### src/rtl/bayer_mosaic_tx_if.sv
`default_nettype none
// ============================================================================
// Module      : bayer_mosaic_tx_if
// Description : RGB pixel input stream and Bayer raw sample output stream.
// Revision    : 1.0 - initial release
// ============================================================================
interface bayer_mosaic_tx_if;
    logic       s_valid;
    logic       s_ready;
    logic [9:0] s_r;
    logic [9:0] s_g;
    logic [9:0] s_b;
    logic       s_sof;
    logic       s_eol;
    logic       m_valid;
    logic       m_ready;
    logic [9:0] m_data;
    logic       m_sof;
    logic       m_eol;
    logic       m_eof;

    // The re-mosaicer itself: consumes RGB pixels, produces raw samples.
    modport slave (
        input  s_valid, s_r, s_g, s_b, s_sof, s_eol, m_ready,
        output s_ready, m_valid, m_data, m_sof, m_eol, m_eof
    );

    // Environment view: produces RGB pixels, consumes raw samples.
    modport master (
        output s_valid, s_r, s_g, s_b, s_sof, s_eol, m_ready,
        input  s_ready, m_valid, m_data, m_sof, m_eol, m_eof
    );
endinterface
`default_nettype wire

### src/rtl/bayer_mosaic_tx.sv
`default_nettype none
// ============================================================================
// Module      : bayer_mosaic_tx
// Description : Streaming RGB -> Bayer re-mosaicer with one-entry output
//               register. Define MOSAIC_FRAME_CHECK_EN to build the sticky
//               framing checker driving err.
// Revision    : 1.0 - initial release
// ============================================================================
module bayer_mosaic_tx #(
    parameter int IMG_WIDTH     = 640,
    parameter int IMG_HEIGHT    = 480,
    parameter int BAYER_PATTERN = 0
) (
    input  wire logic         clk,
    input  wire logic         rst,
    bayer_mosaic_tx_if.slave  bus,
    output logic              err
);
    localparam int         c_COL_W = (IMG_WIDTH  > 1) ? $clog2(IMG_WIDTH)  : 1;
    localparam int         c_ROW_W = (IMG_HEIGHT > 1) ? $clog2(IMG_HEIGHT) : 1;
    localparam logic [1:0] c_PHASE = BAYER_PATTERN[1:0];
    localparam logic [c_COL_W-1:0] c_COL_LAST = c_COL_W'(IMG_WIDTH - 1);
    localparam logic [c_ROW_W-1:0] c_ROW_LAST = c_ROW_W'(IMG_HEIGHT - 1);

    logic [c_COL_W-1:0] r_col;
    logic [c_ROW_W-1:0] r_row;
    logic               r_m_valid;
    logic [9:0]         r_m_data;
    logic               r_m_sof;
    logic               r_m_eol;
    logic               r_m_eof;

    logic               w_s_ready;
    logic               w_s_xfer;
    logic [c_COL_W-1:0] w_pix_col;
    logic [c_ROW_W-1:0] w_pix_row;
    logic               w_er;
    logic               w_ec;
    logic [9:0]         w_sel;
    logic               w_last_col;
    logic               w_last_row;

    assign w_s_ready = !r_m_valid || bus.m_ready;
    assign w_s_xfer  = bus.s_valid && w_s_ready;

    // s_sof forces the accepted pixel to (0,0) whatever the counters say.
    assign w_pix_col  = bus.s_sof ? '0 : r_col;
    assign w_pix_row  = bus.s_sof ? '0 : r_row;
    assign w_last_col = (w_pix_col == c_COL_LAST);
    assign w_last_row = (w_pix_row == c_ROW_LAST);

    assign w_er = w_pix_row[0] ^ c_PHASE[1];
    assign w_ec = w_pix_col[0] ^ c_PHASE[0];

    always_comb begin
        w_sel = bus.s_g;
        if (!w_er && !w_ec) begin
            w_sel = bus.s_r;
        end else if (w_er && w_ec) begin
            w_sel = bus.s_b;
        end
    end

    always_ff @(posedge clk) begin
        if (rst) begin
            r_col     <= '0;
            r_row     <= '0;
            r_m_valid <= 1'b0;
            r_m_data  <= '0;
            r_m_sof   <= 1'b0;
            r_m_eol   <= 1'b0;
            r_m_eof   <= 1'b0;
        end else if (w_s_xfer) begin
            r_m_valid <= 1'b1;
            r_m_data  <= w_sel;
            r_m_sof   <= (w_pix_row == '0) && (w_pix_col == '0);
            r_m_eol   <= w_last_col;
            r_m_eof   <= w_last_col && w_last_row;
            if (w_last_col) begin
                r_col <= '0;
                r_row <= w_last_row ? '0 : w_pix_row + 1'b1;
            end else begin
                r_col <= w_pix_col + 1'b1;
                r_row <= w_pix_row;
            end
        end else if (bus.m_ready) begin
            r_m_valid <= 1'b0;
        end
    end

    assign bus.s_ready = w_s_ready;
    assign bus.m_valid = r_m_valid;
    assign bus.m_data  = r_m_data;
    assign bus.m_sof   = r_m_sof;
    assign bus.m_eol   = r_m_eol;
    assign bus.m_eof   = r_m_eof;

`ifdef MOSAIC_FRAME_CHECK_EN
    logic r_err;
    logic w_eol_bad;
    logic w_sof_bad;

    // Line end is judged at the post-resync position of the pixel.
    assign w_eol_bad = bus.s_eol != w_last_col;
    assign w_sof_bad = bus.s_sof && ((r_row != '0) || (r_col != '0));

    always_ff @(posedge clk) begin
        if (rst) begin
            r_err <= 1'b0;
        end else if (w_s_xfer && (w_eol_bad || w_sof_bad)) begin
            r_err <= 1'b1;
        end
    end

    assign err = r_err;
`else
    logic w_unused_eol;
    assign w_unused_eol = bus.s_eol;
    assign err          = 1'b0;
`endif

endmodule
`default_nettype wire

### src/flat_wrapper.sv
// flat-port wrapper written by rule: the top's interface ports become plain ports
module bayer_mosaic_tx_flat 
#(
    parameter int IMG_WIDTH     = 640,
    parameter int IMG_HEIGHT    = 480,
    parameter int BAYER_PATTERN = 0
)
  (clk, rst, err, bus_s_valid, bus_s_r, bus_s_g, bus_s_b, bus_s_sof, bus_s_eol, bus_m_ready, bus_s_ready, bus_m_valid, bus_m_data, bus_m_sof, bus_m_eol, bus_m_eof);
  bayer_mosaic_tx_if bus_i ();
  input  wire logic clk;
  input  wire logic rst;
  output logic err;
  input wire logic [$bits(bus_i.s_valid)-1:0] bus_s_valid;
  input wire logic [$bits(bus_i.s_r)-1:0] bus_s_r;
  input wire logic [$bits(bus_i.s_g)-1:0] bus_s_g;
  input wire logic [$bits(bus_i.s_b)-1:0] bus_s_b;
  input wire logic [$bits(bus_i.s_sof)-1:0] bus_s_sof;
  input wire logic [$bits(bus_i.s_eol)-1:0] bus_s_eol;
  input wire logic [$bits(bus_i.m_ready)-1:0] bus_m_ready;
  output wire logic [$bits(bus_i.s_ready)-1:0] bus_s_ready;
  output wire logic [$bits(bus_i.m_valid)-1:0] bus_m_valid;
  output wire logic [$bits(bus_i.m_data)-1:0] bus_m_data;
  output wire logic [$bits(bus_i.m_sof)-1:0] bus_m_sof;
  output wire logic [$bits(bus_i.m_eol)-1:0] bus_m_eol;
  output wire logic [$bits(bus_i.m_eof)-1:0] bus_m_eof;
  assign bus_i.s_valid = bus_s_valid;
  assign bus_i.s_r = bus_s_r;
  assign bus_i.s_g = bus_s_g;
  assign bus_i.s_b = bus_s_b;
  assign bus_i.s_sof = bus_s_sof;
  assign bus_i.s_eol = bus_s_eol;
  assign bus_i.m_ready = bus_m_ready;
  assign bus_s_ready = bus_i.s_ready;
  assign bus_m_valid = bus_i.m_valid;
  assign bus_m_data = bus_i.m_data;
  assign bus_m_sof = bus_i.m_sof;
  assign bus_m_eol = bus_i.m_eol;
  assign bus_m_eof = bus_i.m_eof;
  bayer_mosaic_tx #(.IMG_WIDTH(IMG_WIDTH), .IMG_HEIGHT(IMG_HEIGHT), .BAYER_PATTERN(BAYER_PATTERN)) u_core (.clk(clk), .rst(rst), .bus(bus_i), .err(err));
endmodule
### config.mk
export PLATFORM = sky130hd
export DESIGN_NAME = bayer_mosaic_tx_flat
export DESIGN_NICKNAME = d
export VERILOG_FILES = /design/src/rtl/bayer_mosaic_tx_if.sv /design/src/rtl/bayer_mosaic_tx.sv /design/src/flat_wrapper.sv
export SDC_FILE = /design/constraint.sdc
export NUM_CORES = 1
export LEC_CHECK = 0
export ABC_AREA = 1
export ABC_CLOCK_PERIOD_IN_PS = 2000
export BUFFER_PORTS_ARGS = -buffer_cell sky130_fd_sc_hd__buf_2
export CORE_UTILIZATION = 53
export DETAILED_ROUTE_END_ITERATION = 10
export GPL_TIMING_DRIVEN = 0
export PLACE_DENSITY_LB_ADDON = 0.1
export SLEW_MARGIN = 20
export SYNTH_ARGS = -nofsm -noshare
export SYNTH_HDL_FRONTEND = slang
export SYNTH_SLANG_ARGS = --single-unit
### constraint.sdc
create_clock -name clk -period 2 [get_ports clk]
set_input_delay 0.3 -clock clk [delete_from_list [all_inputs] [get_ports clk]]
set_output_delay 0.3 -clock clk [all_outputs]
set_load 0.01 [all_outputs]
; ---- Word level (Yosys, flattened, before mapping)
; Cells that the tools add are included.
[totals]
register_bits = 33
elab_cells = 32
[classes]
addsub = 2
eq_ne = 2
n_mux = 9
n_reduce_logical = 12
[op_table]
columns = operator, count
row1 = $mux 10, 4
row2 = $mux 9, 3
row3 = $add 10x1->10 const B, 1
row4 = $eq 10x10->1 const B, 1
row5 = $logic_not 10->1, 1
row6 = $add 9x1->9 const B, 1
row7 = $eq 9x9->1 const B, 1
row8 = $logic_not 9->1, 1
row9 = $logic_and 1x1->1, 5
row10 = $logic_not 1->1, 3
row11 = $mux 1, 2
row12 = $reduce_bool 2->1, 1
row13 = $logic_or 1x1->1, 1

; ---- Logic depth before layout (Yosys ltp)
; Gate-level depths: netlist of the first run.
[depth]
depth_word = 4
mapped_depth = 15
mapped_depth_nobuf = 13

; ---- Worst setup path before layout of the first run
; Ideal clock, no wire load.
[synth_path]
kind = input to register
startpoint = input port bus_s_sof
endpoint = register u_core.r_row[1]
setup_time_ns = 0.109
arrival_time_ns = 1.737
path_slack_ns = 0.154
cell_stages = 15
n_path_buf = 2
cell_sequence = inv_2 buf_6 buf_2 nand2_1 inv_1 ha_1 nand2_1 nor2_2 nand2_1 nor2_2 nor2_1 nand2_1 nand3_1 nand2_1 inv_1
[synth_via]
elab_chain_cells = 4
word_cells_on_any_way = 7
cone_classes = add/sub: 1 / eq/ne: 2 / mux: 4
[synth_rtl]
columns = element, line
row1 = start: declaration, flat_wrapper.sv:17  ; input wire logic [$bits(bus_i.s_sof)-1:0] bus_s_sof;
row2 = $mux 9, bayer_mosaic_tx.sv:48  ; assign w_pix_row = bus.s_sof ? '0 : r_row;
row3 = $add 9x1->9 or $eq 9x9->1 (tied branches), "bayer_mosaic_tx.sv:81, bayer_mosaic_tx.sv:50"
row4 = $mux 9, bayer_mosaic_tx.sv:81  ; r_row <= w_last_row ? '0 : w_pix_row + 1'b1;
row5 = $mux 9 (*), bayer_mosaic_tx.sv:79  ; if (w_last_col) begin
row6 = end signal: assignment, bayer_mosaic_tx.sv:81
row7 = end signal: assignment, bayer_mosaic_tx.sv:84  ; r_row <= w_pix_row;
row8 = end: declaration, bayer_mosaic_tx.sv:26  ; logic [c_ROW_W-1:0] r_row;
; Mark *: on every way between the ends. The rest lies on a longest branch, timed or not.
; A chain may end at the register's enable or synchronous reset.

; ---- Worst setup path in the final report of the first run
; Same ends and word-level chain as after synthesis.

==> results of run 1 <==
==> path summary, 6_finish.rpt <==
path,from,to,slack (ns),cells past startpoint
hold reg to reg,u_core.r_row[8],u_core.r_row[8],0.47,2
hold / removal,bus_s_r[0],u_core.bus.m_data[0],0.30,3
setup / recovery,bus_s_sof,u_core.r_row[1],0.24,15
setup reg to reg,u_core.r_row[0],u_core.r_row[1],0.29,12
==> through the flow <==
step | total power [W] | setup TNS, ns | instance area, µm²
after global placement | 0.000945 | -2.11 | 2370
final | 0.00144 | 0 | 2470
after detailed placement | 0.000949 | -2.37 | 2370
after CTS | 0.00144 | 0 | 2450
after floorplan | 0.000857 | 0 | 2070
after global routing | 0.00151 | 0 | 2470
==> registers in the layout, summed over array words and instances, names as in the netlist <==
signal,cells
u_core.bus.m_data,10
u_core.bus.m_sof,1
u_core.bus.m_eof,1
u_core.bus.m_valid,1
u_core.bus.m_eol,1
u_core.r_row,9
u_core.r_col,10
==> tightest hold or removal path: stages <==
cell,delay [ns]
buf_2,0.08
a21oi_1,0.05
a21oi_1,0.12
==> Yosys cell counts <==
library cell,count,share of area [%]
nand3b_1,1,0.36
dfxtp_1,33,32
o21ai_1,1,0.24
nor2_1,29,5.3
buf_6,1,0.54
nand4_1,8,2.4
nand4_4,1,1.0
clkinv_1,1,0.18
or2_0,8,2.4
buf_1,1,0.18
a21oi_1,38,9.2
nand3_4,2,1.7
o211ai_1,10,3.6
nor3_1,2,0.48
or2_1,2,0.60
nand2_4,1,0.54
inv_2,3,0.54
nand2_2,2,0.60
nor2_4,4,2.2
a22oi_1,1,0.36
clkbuf_1,5,0.91
nor2_2,5,1.5
nor2_8,1,0.97
nand2_1,65,12
conb_1,1,0.18
o21ai_0,19,4.6
inv_1,27,4.9
nand3_1,27,6.5
buf_8,1,0.72
buf_4,1,0.36
xnor2_1,1,0.42
buf_2,5,1.2
ha_1,2,1.2
nor3_2,1,0.48
==> routing by layer <==
| metal | wire [µm] | global-route usage [%] | up-vias |
|---|---|---|---|
| met5 | 0 | 0 | - |
| met4 | 94 | 13.9 | 0 |
| li1 | - | - | 1136 |
| met3 | 349 | 5.63 | 12 |
| met1 | 2540 | 35.4 | 1025 |
| met2 | 2500 | 50.8 | 86 |
==> kinds of logic (layout without fill, tap and decap cells) <==
logic type / Yosys count / after routing / share of synthesized area, %
compound gates: 69 / 69 / 18.0
buf+inv: 45 / 100 / 9.53
xor+xnor: 1 / 1 / 0.423
flops: 33 / 33 / 31.9
other cells: 1 / 1 / 0.181
fa+ha+maj: 2 / 2 / 1.21
simple gates: 159 / 159 / 38.8
==> what timing repair did <==
item | 4_1_cts | 5_1_grt
hold buffers | 0 | 0
resized for setup | 0 | 6
setup endpoints to repair | 4 | 5
setup buffers | 0 | 0
==> power by group <==
part           leakage (nW)  switching, W  internal (W)  total (W)
Clock                0.0450      0.000256      0.000241   0.000497
Sequential            0.271     0.0000205      0.000690   0.000711
Combinational         0.815      0.000137     0.0000911   0.000229
Total                  1.13      0.000414       0.00102    0.00144
==> area by class of cell <==
cell class	instances	area (µm²)
plain buffers	13	85.1
multi-input cells	232	1230
well taps	48	60.1
flip-flops and latches	33	661
fillers	366	1240
repair buffers	48	240
clock buffers	6	72.6
inverters	31	119
clock inverters	2	10.0
==> flow_metrics.py, run 1 <==
metrics = {
    "status": {
        "status": "finished clean",
    },
    "detailed_routing": {
        "drt-pass1-iter-count": 4,
        "vias_per_cell": 5.47,
        "initialDrtViolationCount": 273,
        "vias": 2259,
        "drc": 0,
        "routed_wl_um": 5480,
        "antenna_left": 0,
        "wl_per_cell_um": 13.3,
    },
    "worst_setup_path": {
        "critical-path-max-stage-delay_ns": 0.21,
        "cp-start-kind": "primary input",
        "worstPathMaxFanout": 19,
        "required_ns": 2.19,
        "worstSetupPathType": "in2reg",
        "slowest_stage": "ha_2",
        "crit_path_frequent_cell": "nand2_1",
        "cp.arrival_ns": 1.95,
        "critical_path_buf_inv_count": 5,
        "endpoint_kind": "flip-flop",
        "crit_chain": "buf_2 > inv_4 > buf_12 > nand2_2 > inv_2 > ha_2 > nand2_1 > nor2_4 > nand2_1 > nor2_4 > nor2_1 > nand2_1 > nand3_1 > nand2_1 > inv_1",
        "critPathTopFamily": "simple AND/OR/NAND/NOR gates",
    },
    "layout": {
        "final_layout_size_suffix_gt1_share_pct": 22.7,
        "synthToLayoutAreaGrowth_pct": 19.4,
        "diodes": 0,
        "final_cell_mix": "65 x nand2_1, 52 x buf_2, 38 x a21oi_1",
        "fin_nets": 402,
        "final-instance-count-excl-fill": 413,
        "final_common_cell": "nand2_1",
        "final_core_util_pct": 66.6,
    },
    "synthesis": {
        "netlist_instances": 310,
        "postSynthAreaPerCell_um2": 6.69,
        "synthDistinctLibCells": 34,
        "ys_ff_latch": 33,
        "syn_area_mm2": 0.00207,
        "seq_area_frac_synth_pct": 31.9,
        "yosysWarnings": 0,
        "synth_nets": 348,
    },
    "timing": {
        "fin_crit_ns": 1.76,
        "max_freq_mhz": 569,
        "setup_viol": 0,
        "rsz0062_at_grt": "false",
        "whs_ns": 0.299,
        "fin_ws_ns": 0.242,
        "hold_viol": 0,
        "fin_worst_skew_ns": 0.00393,
        "min_period_over_period_pct": 87.9,
        "drv_slew": 0,
    },
    "flow_run": {
        "cap_violations": 0,
    },
    "die": {
        "coreArea_mm2": 0.00372,
        "start_util_pct": 55.8,
        "die_h_um": 64.5,
        "rows": 22,
        "ioPinCount": 52,
        "die_area_mm2": 0.00417,
        "die-width_um": 64.5,
    },
    "grt": {
        "track_usage_pct": 29.6,
        "grt.overflow.total": 0,
        "grt_max_degree": 20,
        "antenna_found_initial": 0,
        "grt_pass1_wl_um": 9600,
        "grt_pass1_vias": 2195,
    },
    "clock_network": {
        "cts.path.max_buffers": 2,
        "h-tree-depth": 2,
        "clk_latency_ns": 0.29,
        "clkTransAtPathRegs_ns": 0.07,
        "tritoncts": "yes",
        "clock-root-buffer": "clkbuf_8",
        "cts_sinks": 33,
        "numCtsBuffers": 5,
    },
    "pwr": {
        "powerDensity_mw_per_mm2": 580,
        "peakVddDrop_uv": 312,
        "p_leak_nw": 1.13,
    },
    "hold_path": {
        "min_path_type": "in2reg",
    },
    "placement": {
        "dp.cells": 406,
        "hpwlAfterDp_um": 4050,
        "io_buffers": 48,
        "routabilityCongestion": 0.908,
        "pre_cts_slack_ns": -0.414,
    },
}
(Power assumes the default switching activity.)
==> run 2, diff against run 1 <==
GPL_TIMING_DRIVEN = unset   (was 0)
==> run 2 against run 1 <==
Routed wire length shrank 7.2%. Die area did not move. Via count down 3.1%. Critical path type is now reg2reg. Largest cell class unchanged.
==> flow_metrics.py, run 2 (synthesis gave the netlist of run 1 again) <==
metrics = {
    "die": {
        "die_area_mm2": 0.00417,
        "die_h_um": 64.5,
        "die-width_um": 64.5,
        "ioPinCount": 52,
        "rows": 22,
        "coreArea_mm2": 0.00372,
        "start_util_pct": 55.8,
    },
    "clock_network": {
        "cts_resized": 0,
        "cts_sinks": 33,
        "clock-root-buffer": "clkbuf_8",
        "cts_hold_buf": 0,
        "cts.path.max_buffers": 2,
        "post-cts-setup-buffers": 0,
        "tritoncts": "yes",
        "numCtsBuffers": 5,
        "clkTransAtPathRegs_ns": 0.07,
        "clk_latency_ns": 0.29,
        "h-tree-depth": 2,
    },
    "worst_setup_path": {
        "rr_startpoint": "u_core.r_row[0]",
        "r2r-end": "u_core.r_row[1]",
        "r2r_cells": 12,
        "cp-start-kind": "flip-flop",
        "worstSetupPathType": "reg2reg",
        "cp.arrival_ns": 1.82,
        "r2r_slack_ns": 0.37,
        "worstPathMaxFanout": 4,
        "endpoint_kind": "flip-flop",
        "required_ns": 2.19,
    },
    "status": {
        "status": "finished clean",
    },
    "placement": {
        "io_buffers": 49,
        "routabilityCongestion": 0.885,
        "hpwlAfterDp_um": 3660,
        "pre_cts_slack_ns": 0.208,
    },
    "detailed_routing": {
        "wl_met3_um": 274,
        "wl_met2_um": 2270,
        "highest_layer": "met4",
        "antenna_left": 0,
        "wl_per_cell_um": 12.3,
        "drc": 0,
        "vias_per_cell": 5.30,
        "vias": 2188,
        "routed_wl_um": 5080,
        "initialDrtViolationCount": 143,
        "wl_met1_um": 2450,
        "drt-pass1-iter-count": 4,
    },
    "timing": {
        "min_period_over_period_pct": 81.4,
        "rsz0062_at_grt": "false",
        "fin_ws_ns": 0.373,
        "fin_crit_ns": 1.63,
        "drv_slew": 0,
        "fin_setup_tns_ns": 0,
        "max_freq_mhz": 614,
        "hold_viol": 0,
        "setup_viol": 0,
        "fin_worst_skew_ns": 0.00286,
    },
    "layout": {
        "final_common_cell": "nand2_1",
        "diodes": 0,
        "final_cell_mix": "65 x nand2_1, 49 x buf_2, 38 x a21oi_1",
        "fin_nets": 402,
        "final_layout_size_suffix_gt1_share_pct": 24.4,
        "fill_cells": 349,
        "synthToLayoutAreaGrowth_pct": 20.9,
    },
    "grt": {
        "antenna_found_initial": 0,
        "grt_pass1_wl_um": 8670,
        "grt_max_degree": 27,
        "grt_pass1_vias": 2034,
        "grt.overflow.total": 0,
        "track_usage_pct": 26.6,
    },
    "hold_path": {
        "hold_path_end": "u_core.bus.m_data[7]",
        "holdPathStages": 3,
        "min-delay-start": "bus_s_r[7]",
        "min_path_type": "in2reg",
    },
    "pwr": {
        "peakVddDrop_uv": 416,
        "clockPowerShare_pct": 41.9,
        "p_leak_nw": 1.16,
        "comb_power_share_pct": 13.8,
        "powerDensity_mw_per_mm2": 641,
        "p_switching_w": 0.000420,
        "seqPwrFrac_pct": 44.3,
        "switching_share_pct": 26.2,
        "internal-power_w": 0.00119,
    },
    "flow_run": {
        "cap_violations": 0,
    },
}
-- run 2: changes by cell type in the layout (fill, tap and decap cells not counted), moves of 2 or more --
| cell | change |
|---|---|
| buf_2 | -3 |
| nor2_4 | -2 |
| clkinv_2 | -2 |
| clkbuf_1 | -6 |
| nor2_2 | +2 |
| buf_4 | +11 |
-- run 2: critical path, stage by stage, from the launching register on --
cell and delay, ns:
dfxtp_1 0.37, nand2_2 0.08, inv_2 0.07, ha_1 0.23
nand2_1 0.08, nor2_2 0.12, nand2_1 0.08, nor2_2 0.22
nor2_1 0.06, nand2_1 0.06, nand3_1 0.06, nand2_1 0.05
inv_1 0.04
-- run 2: worst max-delay path by stage --
stage | slack, ns | endpoint | from
after global placement | 0.25 | u_core.r_row[1] | bus_s_sof
after global routing | 0.19 | u_core.r_row[1] | u_core.r_row[0]
after detailed placement | 0.21 | u_core.r_row[1] | bus_s_sof
final | 0.37 | u_core.r_row[1] | u_core.r_row[0]
after floorplan | 0.15 | u_core.r_row[1] | bus_s_sof
after CTS | 0.38 | u_core.r_row[1] | u_core.r_row[0]
-- run 2: layout make-up --
class / instances / area (µm²) / share of cell area, %
clock inverters: 2 / 37.5 / 1.50
flip-flops and latches: 33 / 661 / 26.3
clock buffers: 6 / 82.6 / 3.29
multi-input cells: 232 / 1210 / 48.5
repair buffers: 61 / 335 / 13.4
well taps: 48 / 60.1 / 2.40
inverters: 31 / 116 / 4.64
-- run 2: per-layer routing --
metal / GRT usage [%] / up-vias
li1: - / 1136
met2: 45.9 / 65
met3: 4.58 / 10
met1: 32.5 / 977
met5: 0 / -
met4: 11.1 / 0
-- run 2: through the flow --
stage | hold WS (ns) | cell area [µm²] | total power, W | util (%) | instances
2_1_floorplan | 0.444 | 2070 | 0.000857 | - | 310
3_3_place_gp | 0.455 | 2390 | 0.000943 | 64.2 | 405
3_5_place_dp | 0.461 | 2390 | 0.000946 | 64.2 | 405
4_1_cts | 0.295 | 2510 | 0.00161 | 67.5 | 413
5_1_grt | 0.303 | 2510 | 0.00167 | 67.5 | 413
6_report | 0.296 | 2510 | 0.00161 | 67.5 | 413
-- run 2: power by group through the flow --
stage                     clock network [W]  registers (W)  logic [W]
after floorplan                           0       0.000733   0.000124
after global placement                    0       0.000724   0.000219
after detailed placement                  0       0.000724   0.000222
after CTS                          0.000677       0.000710   0.000223
after global routing               0.000709       0.000715   0.000250
final                              0.000673       0.000711   0.000222
